===== config.mk =====
export PLATFORM = sky130hd
export DESIGN_NAME = spi_slave_core
export DESIGN_NICKNAME = d
export VERILOG_FILES = /design/src/rtl/spi_slave_core.sv
export SDC_FILE = /design/constraint.sdc
export NUM_CORES = 1
export LEC_CHECK = 0
export BUFFER_PORTS_ARGS = -buffer_cell sky130_fd_sc_hd__buf_2
export CORE_MARGIN = 1
export CORE_UTILIZATION = 50
export CTS_CLUSTER_DIAMETER = 150
export DETAILED_ROUTE_END_ITERATION = 8
export PLACE_DENSITY_LB_ADDON = 0.05
export SYNTH_ARGS = -nofsm -noshare
export SYNTH_HDL_FRONTEND = slang
export SYNTH_SLANG_ARGS = --single-unit

===== constraint.sdc =====
create_clock -name clk -period 1.71 [get_ports clk]
set_input_delay 0.342 -clock clk [delete_from_list [all_inputs] [get_ports clk]]
set_output_delay 0.342 -clock clk [all_outputs]
set_load 0.03 [all_outputs]

===== src/rtl/spi_slave_core.sv =====
// spi_slave_core: mode-0 SPI slave on the system clock with synchronised inputs
// and valid/ready TX/RX byte interfaces; multi-byte frames while ss stays low.
module spi_slave_core #(
  parameter int DATA_W      = 8,
  parameter int SYNC_STAGES = 2
) (
  input  logic              clk,
  input  logic              rst,
  input  logic              sclk,
  input  logic              ss,
  input  logic              mosi,
  output logic              miso,
  output logic              miso_oe,
  input  logic [DATA_W-1:0] tx_data,
  input  logic              tx_valid,
  output logic              tx_ready,
  output logic              tx_underrun,
  output logic [DATA_W-1:0] rx_data,
  output logic              rx_valid,
  input  logic              rx_ready,
  output logic              overrun,
  input  logic              ovr_clr,
  output logic              busy
);
  localparam int CW = DATA_W > 1 ? $clog2(DATA_W) : 1;
  localparam logic [CW-1:0] LAST = CW'(DATA_W - 1);
  typedef enum logic {IDLE, ACTIVE} state_t;
  state_t r_state, w_state_nxt;
  logic [SYNC_STAGES-1:0] r_sclk_sync, r_ss_sync, r_mosi_sync;
  logic [SYNC_STAGES:0] r_flush;
  logic r_sclk_p, r_ss_p, r_armed;
  logic w_sclk_s, w_ss_s, w_mosi_s, w_active, w_rise, w_fall, w_ss_fall, w_ss_rise;
  logic w_load, w_tx_wr, w_rx_take;
  logic [CW-1:0] r_bit_cnt;
  logic r_reload, r_rx_done, r_tx_full;
  logic [DATA_W-1:0] r_tx_hold, r_tx_shift, r_rx_shift;

  assign w_sclk_s  = r_sclk_sync[SYNC_STAGES-1];
  assign w_ss_s    = r_ss_sync[SYNC_STAGES-1];
  assign w_mosi_s  = r_mosi_sync[SYNC_STAGES-1];
  assign w_active  = r_state == ACTIVE;
  assign w_rise    = w_active & w_sclk_s & ~r_sclk_p;
  assign w_fall    = w_active & ~w_sclk_s & r_sclk_p;
  // A frame already running when reset ends must not start on the chain flush edge
  assign w_ss_fall = r_armed & r_ss_p & ~w_ss_s;
  assign w_ss_rise = ~r_ss_p & w_ss_s;
  assign w_load    = (~w_active & w_ss_fall) | (w_fall & r_reload);
  assign w_tx_wr   = tx_valid & ~r_tx_full;
  assign w_rx_take = r_rx_done & (~rx_valid | rx_ready);
  assign tx_ready  = ~r_tx_full;
  assign miso_oe   = ~w_ss_s;
  assign miso      = ~w_ss_s & r_tx_shift[DATA_W-1];
  assign busy      = w_active;

  always_comb w_state_nxt = w_active ? (w_ss_rise ? IDLE : ACTIVE) : (w_ss_fall ? ACTIVE : IDLE);

  always_ff @(posedge clk or posedge rst)
    if (rst) begin
      r_sclk_sync <= '0;
      r_ss_sync   <= '1;
      r_mosi_sync <= '0;
      r_flush     <= '0;
      r_sclk_p    <= 1'b0;
      r_ss_p      <= 1'b1;
      r_armed     <= 1'b0;
      r_state     <= IDLE;
    end else begin
      r_sclk_sync <= {r_sclk_sync[SYNC_STAGES-2:0], sclk};
      r_ss_sync   <= {r_ss_sync[SYNC_STAGES-2:0], ss};
      r_mosi_sync <= {r_mosi_sync[SYNC_STAGES-2:0], mosi};
      r_flush     <= {r_flush[SYNC_STAGES-1:0], 1'b1};
      r_sclk_p    <= w_sclk_s;
      r_ss_p      <= w_ss_s;
      r_armed     <= r_armed | (r_flush[SYNC_STAGES] & w_ss_s);
      r_state     <= w_state_nxt;
    end

  always_ff @(posedge clk or posedge rst)
    if (rst) begin
      r_bit_cnt  <= '0;
      r_reload   <= 1'b0;
      r_rx_done  <= 1'b0;
      r_rx_shift <= '0;
    end else begin
      r_rx_done <= w_rise & ~w_ss_rise & (r_bit_cnt == LAST);
      if (w_ss_rise) begin
        r_bit_cnt <= '0;
        r_reload  <= 1'b0;
      end else if (w_rise) begin
        r_rx_shift <= {r_rx_shift[DATA_W-2:0], w_mosi_s};
        r_bit_cnt  <= r_bit_cnt == LAST ? '0 : r_bit_cnt + 1'b1;
        r_reload   <= r_bit_cnt == LAST;
      end else if (w_fall)
        r_reload <= 1'b0;
    end

  always_ff @(posedge clk or posedge rst)
    if (rst) begin
      r_tx_full   <= 1'b0;
      r_tx_hold   <= '0;
      r_tx_shift  <= '0;
      tx_underrun <= 1'b0;
    end else begin
      r_tx_full   <= w_tx_wr | (r_tx_full & ~w_load);
      if (w_tx_wr) r_tx_hold <= tx_data;
      tx_underrun <= w_load & ~r_tx_full;
      r_tx_shift  <= w_load ? (r_tx_full ? r_tx_hold : '0) : w_fall ? r_tx_shift << 1 : r_tx_shift;
    end

  always_ff @(posedge clk or posedge rst)
    if (rst) begin
      rx_data  <= '0;
      rx_valid <= 1'b0;
      overrun  <= 1'b0;
    end else begin
      if (w_rx_take) rx_data <= r_rx_shift;
      rx_valid <= w_rx_take | (rx_valid & ~rx_ready);
      overrun  <= (r_rx_done & rx_valid & ~rx_ready) | (overrun & ~ovr_clr);
    end
endmodule


==> impl_metrics.csv, run 1 <==
group,metric,value,unit
worst_setup_path,worst-path-stages,4,
logic_synthesis,yosys_most_used_dff,"dfrtp_1",
drt,drt_iter0_drc,91,
sta,hold_violations,0,
worst_setup_path,crit_type,"register to register",
grt,antenna_found_initial,0,
clocking,cts.path.max_buffers,2,
clocking,cts_buffers,5,
logic_synthesis,yosys.area.top_type,"dfrtp_1",
clocking,cts-resized-gates,0,
place,hpwl,2.40,mm
drt,drc_errors,0,
flow_run,max-cap-violations,0,
worst_setup_path,crit_path_start,"r_ss_p",
logic_synthesis,synth_edf_count,0,
worst_setup_path,r2r-end,"r_rx_shift[7]",
outcome,status,"finished clean",
logic_synthesis,synthesis.nets,182,
layout,drive_above_1_share,37.2,%
die,die_width,68.3,µm
sta,drv_slew,0,
clocking,cts-htree-levels,2,
die,io_pins,31,
logic_synthesis,seq_area_frac_synth,61.7,%
clocking,clkLatencyLatePin,0.31,ns
logic_synthesis,synth_top_area_share,58.2,%
layout,seq_area,1360,µm²
worst_setup_path,crit_path_max_fanout,12,
clocking,cts_setup_buffers,0,
worst_setup_path,r2r_slack,0.20,ns
worst_setup_path,crit_family,"flip-flops",
worst_hold_path,hold_class,"primary input to asynchronous set/reset pin",
sta,fmax,662,MHz
sta,period_share,88.4,%
place,io_buffers,30,
power_and_ir_drop,power_density,1210,nW/µm²
logic_synthesis,yosys-top-cells-area,"dfrtp_1, mux2_2, mux2_4",
clocking,clk_pin_slew,0.10,ns
worst_setup_path,cp-endpoint,"r_rx_shift[7]",
logic_synthesis,ys_warn_count,0,
worst_setup_path,timing.critical_path.buf_inv,1,
clocking,cts.sink_count,54,
drt,vias,1316,
logic_synthesis,ys_ff_latch,54,
die,start_util,53.3,%
worst_setup_path,reg2reg_from,"r_ss_p",
die,core_area,4120,µm²
clocking,postCtsHoldBufs,0,
grt,grt_max_degree,55,
drt,ant_nets,0,
logic_synthesis,synth_common_cells,"dfrtp_1, mux2_2, a21oi_1, o21ai_0, nor2b_1",
sta,maxSlewHeadroom,65.7,%
die,fp.dieH,68.3,µm
power_and_ir_drop,ir_worst_vdd,0.650,mV
logic_synthesis,ys_types,32,
sta,finalSetupViolations,0,
worst_setup_path,startpoint_type,"register",
logic_synthesis,syn_area,2190,µm²
layout,synthToLayoutAreaGrowth,14.3,%
layout,n_antenna_cell,0,
layout,design_area,2510,µm²
drt,wire_per_inst,14.3,µm
sta,period_needed,1.51,ns
clocking,cts_tree,"built",
worst_setup_path,crit_path_top_delay_cell,"dfstp_2",
worst_setup_path,worst_ep_required_time,1.91,ns
drt,first_pass_iters,4,
grt,grt_pass1_vias,1245,
clocking,cts-root-buf,"clkbuf_8",
layout,nets,216,
grt,grt_pass1_wl,5.95,mm
drt,via_per_inst,5.29,
layout,fill_cells,324,
logic_synthesis,synthCells,164,
die,rows,23,
worst_setup_path,ff2ff_path_depth,4,
drt,drt_wl_total,3.56,mm
worst_setup_path,path_cells,"nor2b_4 > nor4b_4 > buf_12 > mux2_2",
logic_synthesis,yosysMostFrequentCell,"dfrtp_1",
worst_setup_path,cp.arrival,1.72,ns
logic_synthesis,ys_async_sr_fraction,100,%
grt,grt_usage,17.7,%
sta,rsz0062_at_grt,"no",
place,place.gp.congestion,0.768,
die,dieArea,4660,µm²
sta,fin_skew,0.00852,ns
power_and_ir_drop,p_leak,1.21,nW
layout,multiInputGateArea,758,µm²
sta,fin_setup_tns,0,ns
sta,worst_pin_slew,0.514,ns
worst_setup_path,cp-end-kind,"register",
place,placed_cell_area,2410,µm²
worst_setup_path,cp_slowest_stage_delay,0.58,ns
grt,grt_remaining_overflow,0,
layout,fin_util,60.9,%
logic_synthesis,syn_area_per_cell,13.4,µm²
## per-layer routing
layer  global-route usage, %  routed length (µm)  vias up
li1                        -                   -      641
met1                    25.4                1890      650
met2                    25.5                1550       23
met3                    5.50                 114        2
met4                    5.47                   8        0
met5                       0                   0        -
## placed cells by master (no fill, tap or decap), drive strengths merged, types with 3 or more instances in the layout
cell type / synthesis / layout
dfrtp: 51 / 51
buf: 6 / 34
mux2: 24 / 24
a21oi: 10 / 10
o21ai: 10 / 10
nor2b: 10 / 10
inv: 8 / 9
o211ai: 7 / 7
nor3: 7 / 7
clkbuf: 1 / 5
nand2: 4 / 4
a22o: 3 / 3
dfstp: 3 / 3
## final cells by class
cell class              count  area share [%]
well taps                  50            2.50
inverters                   8            1.30
flip-flops and latches     54            54.0
repair buffers             34            8.18
clock inverters             3           0.998
multi-input cells          95            30.2
clock buffers               5            2.74
## sequential cells by signal (all words and copies together) (netlist names), 2 cells and up
signal,cells
r_mosi_sync,2
r_tx_shift,8
r_sclk_sync,2
r_rx_shift,8
r_ss_sync,2
rx_data,8
r_tx_hold,8
r_bit_cnt,3
r_flush,3
## worst min path at each step
stage                   startpoint             end  slack (ns)
finish                         rst        r_reload        0.07
detailed placement      r_flush[0]      r_flush[1]        0.34
global route                   rst   r_rx_shift[0]        0.08
floorplan               r_flush[0]      r_flush[1]        0.33
CTS                            rst        r_reload        0.06
global placement    r_sclk_sync[0]  r_sclk_sync[1]        0.33
## kinds of logic (layout without fill, tap and decap cells)
family,Yosys count,count (layout),share of synthesized area [%]
flops,54,54,61.7
buf+inv,15,50,3.71
compound gates,35,35,9.69
other cells,1,1,0.171
mux,24,24,13.3
simple gates,33,33,10.2
fa+ha+maj,2,2,1.14
## power by group
part	internal, mW	leakage [nW]	total (mW)	switching (mW)
clock network	0.296	0.0447	0.723	0.427
registers	1.54	0.668	1.74	0.201
logic	0.335	0.499	0.571	0.237
## stage by stage
| step | setup WS [ns] | instances | power (mW) | hold slack (ns) |
|---|---|---|---|---|
| global placement | 0.221 | 241 | 2.31 | 0.332 |
| detailed placement | 0.192 | 241 | 2.34 | 0.339 |
| finish | 0.199 | 249 | 3.04 | 0.0698 |
| CTS | 0.188 | 249 | 3.08 | 0.0618 |
| floorplan | 0.0584 | 164 | 2.18 | 0.331 |
| global route | 0.147 | 249 | 3.21 | 0.0758 |
## worst reg2reg max path: stages (launching register included)
cell,delay [ns]
dfstp_2,0.58
nor2b_4,0.06
nor4b_4,0.26
buf_12,0.18
mux2_2,0.34
No activity file was read; power rests on OpenSTA's default activity.
==> run 2, diff against run 1 <==
Settings changed: PLACE_DENSITY from default to 0.74, PLACE_DENSITY_LB_ADDON 0.05 to default, SKIP_LAST_GASP from default to 1, SLEW_MARGIN from default to 20.
==> run 2 against run 1 <==
Die area did not move; setup slack got worse by 0.025 ns; global-route usage is 1.8 points higher; register-to-register slack worse by 0.02 ns; worst hold slack got worse by 0.015 ns; first-iteration DRC count is 1.1% lower; sequential share of layout area increased by 0.081 points; wire length up 6.5%; sequential cell count is the same; non-clock buffer count fell by 1; critical path depth unchanged; combinational power is 0.9% higher; largest cell class unchanged.
==> impl_metrics.csv, run 2 (synthesis results as in run 1) <==
group,metric,value,unit
outcome,status,"finished clean",
clocking,cts_buffers,5,
clocking,postCtsHoldBufs,0,
sta,finalSetupViolations,0,
place,place.gp.congestion,0.796,
grt,grt_pass1_wl,6.41,mm
worst_setup_path,ff2ff_path_depth,4,
layout,final_common_cell,"dfrtp_1",
worst_setup_path,cp.arrival,1.76,ns
clocking,clk_pin_slew,0.11,ns
grt,grt_pass1_vias,1359,
clocking,cts_setup_buffers,0,
grt,antenna_found_initial,0,
power_and_ir_drop,ir_worst_vdd,0.791,mV
drt,drc_errors,0,
place,hpwl,2.68,mm
sta,fin_setup_tns,0,ns
sta,period_needed,1.54,ns
drt,via_per_inst,5.52,
grt,grt_remaining_overflow,0,
layout,fill_cells,321,
sta,rsz0062_at_grt,"no",
grt,grt_usage,19.5,%
drt,wire_per_inst,15.3,µm
sta,setup_ws,0.175,ns
layout,synthToLayoutAreaGrowth,14.1,%
drt,drt_iter0_drc,90,
worst_hold_path,hold_class,"primary input to asynchronous set/reset pin",
clocking,cts-root-buf,"clkbuf_8",
sta,fmax,651,MHz
place,io_buffers,30,
power_and_ir_drop,p_clk_share,24.3,%
die,rows,23,
worst_setup_path,cp-end-kind,"register",
layout,design_area,2500,µm²
power_and_ir_drop,power_density,1230,nW/µm²
place,placed_cell_area,2410,µm²
sta,fin_skew,0.0106,ns
sta,period_share,89.8,%
clocking,cts.sink_count,54,
clocking,cts-resized-gates,0,
power_and_ir_drop,p_sw,0.896,mW
die,die_width,68.3,µm
worst_setup_path,crit_path_top_delay_cell,"dfrtp_1",
sta,maxSlewHeadroom,65.4,%
die,start_util,53.3,%
worst_setup_path,crit_type,"register to register",
power_and_ir_drop,p_comb_share,18.7,%
sta,hold_violations,0,
clocking,cts.path.max_buffers,2,
drt,first_pass_iters,4,
power_and_ir_drop,seqPwrFrac,57.0,%
layout,layout_common_cells,"dfrtp_1, buf_2, mux2_2",
layout,n_antenna_cell,0,
drt,ant_nets,0,
power_and_ir_drop,p_leak,1.21,nW
place,dp_slack,0.174,ns
grt,grt_max_degree,55,
sta,worst_pin_slew,0.520,ns
worst_setup_path,crit_path_max_fanout,12,
layout,drive_above_1_share,36.9,%
drt,drt_wl_total,3.80,mm
die,core_area,4120,µm²
worst_setup_path,startpoint_type,"register",
clocking,clkLatencyLatePin,0.32,ns
clocking,cts_tree,"built",
layout,nets,215,
flow_run,max-cap-violations,0,
worst_setup_path,worst_ep_required_time,1.93,ns
drt,vias,1370,
power_and_ir_drop,p_int,2.18,mW
clocking,cts-htree-levels,2,
worst_setup_path,path_cells,"inv_4 > nor4b_4 > buf_12 > mux2_2",
worst_setup_path,cp_slowest_stage_delay,0.53,ns
power_and_ir_drop,swShare,29.1,%
sta,drv_slew,0,
die,dieArea,4660,µm²
die,fp.dieH,68.3,µm
die,io_pins,31,
[run 2: through the flow]
step | util (%) | power [mW] | cells | hold slack (ns)
2_1_floorplan | - | 2.18 | 164 | 0.331
3_3_place_gp | 58.5 | 2.30 | 240 | 0.333
3_5_place_dp | 58.5 | 2.36 | 240 | 0.344
4_1_cts | 60.8 | 3.10 | 248 | 0.0624
5_1_grt | 60.8 | 3.25 | 248 | 0.0733
6_report | 60.8 | 3.07 | 248 | 0.0552
[run 2: per-layer routing]
| metal | global-route usage, % | part of all wire [%] |
|---|---|---|
| met1 | 24.8 | 45 |
| met2 | 30.3 | 50 |
| met3 | 6.83 | 4.2 |
| met4 | 7.81 | 1.3 |
| met5 | 0 | 0 |
[run 2: power by group through the flow]
stage               sequential (mW)  clock, mW  combinational (mW)
global route                   1.79      0.829               0.634
CTS                            1.75      0.768               0.583
floorplan                      1.68          0               0.496
detailed placement             1.77          0               0.584
global placement               1.75          0               0.546
finish                         1.75      0.746               0.576
[run 2: worst max-delay path: cells and delay by family, from the launching register on]
kind | cells | cell delay, ns
buffers and inverters | 2 | 0.24
muxes | 1 | 0.33
DFF | 1 | 0.53
and+or+nand+nor | 1 | 0.33
[run 2: final timing paths]
kind,start,endpoint,slack (ns)
max in group asynchronous,rst,r_ss_p,1.36
hold reg to reg,r_ss_sync[0],r_ss_sync[1],0.36
setup / recovery,busy,r_rx_shift[6],0.17
setup reg to reg,busy,r_rx_shift[6],0.17
min in group clk,ss,r_ss_sync[0],0.11
hold / removal,rst,r_flush[0],0.06
[run 2: final cells by class]
class	instances	area, µm²	share of cell area, %
clock inverters	3	28.8	1.15
well taps	50	62.6	2.50
repair buffers	33	198	7.90
inverters	8	32.5	1.30
clock buffers	5	68.8	2.75
flip-flops and latches	54	1360	54.1
multi-input cells	95	758	30.3
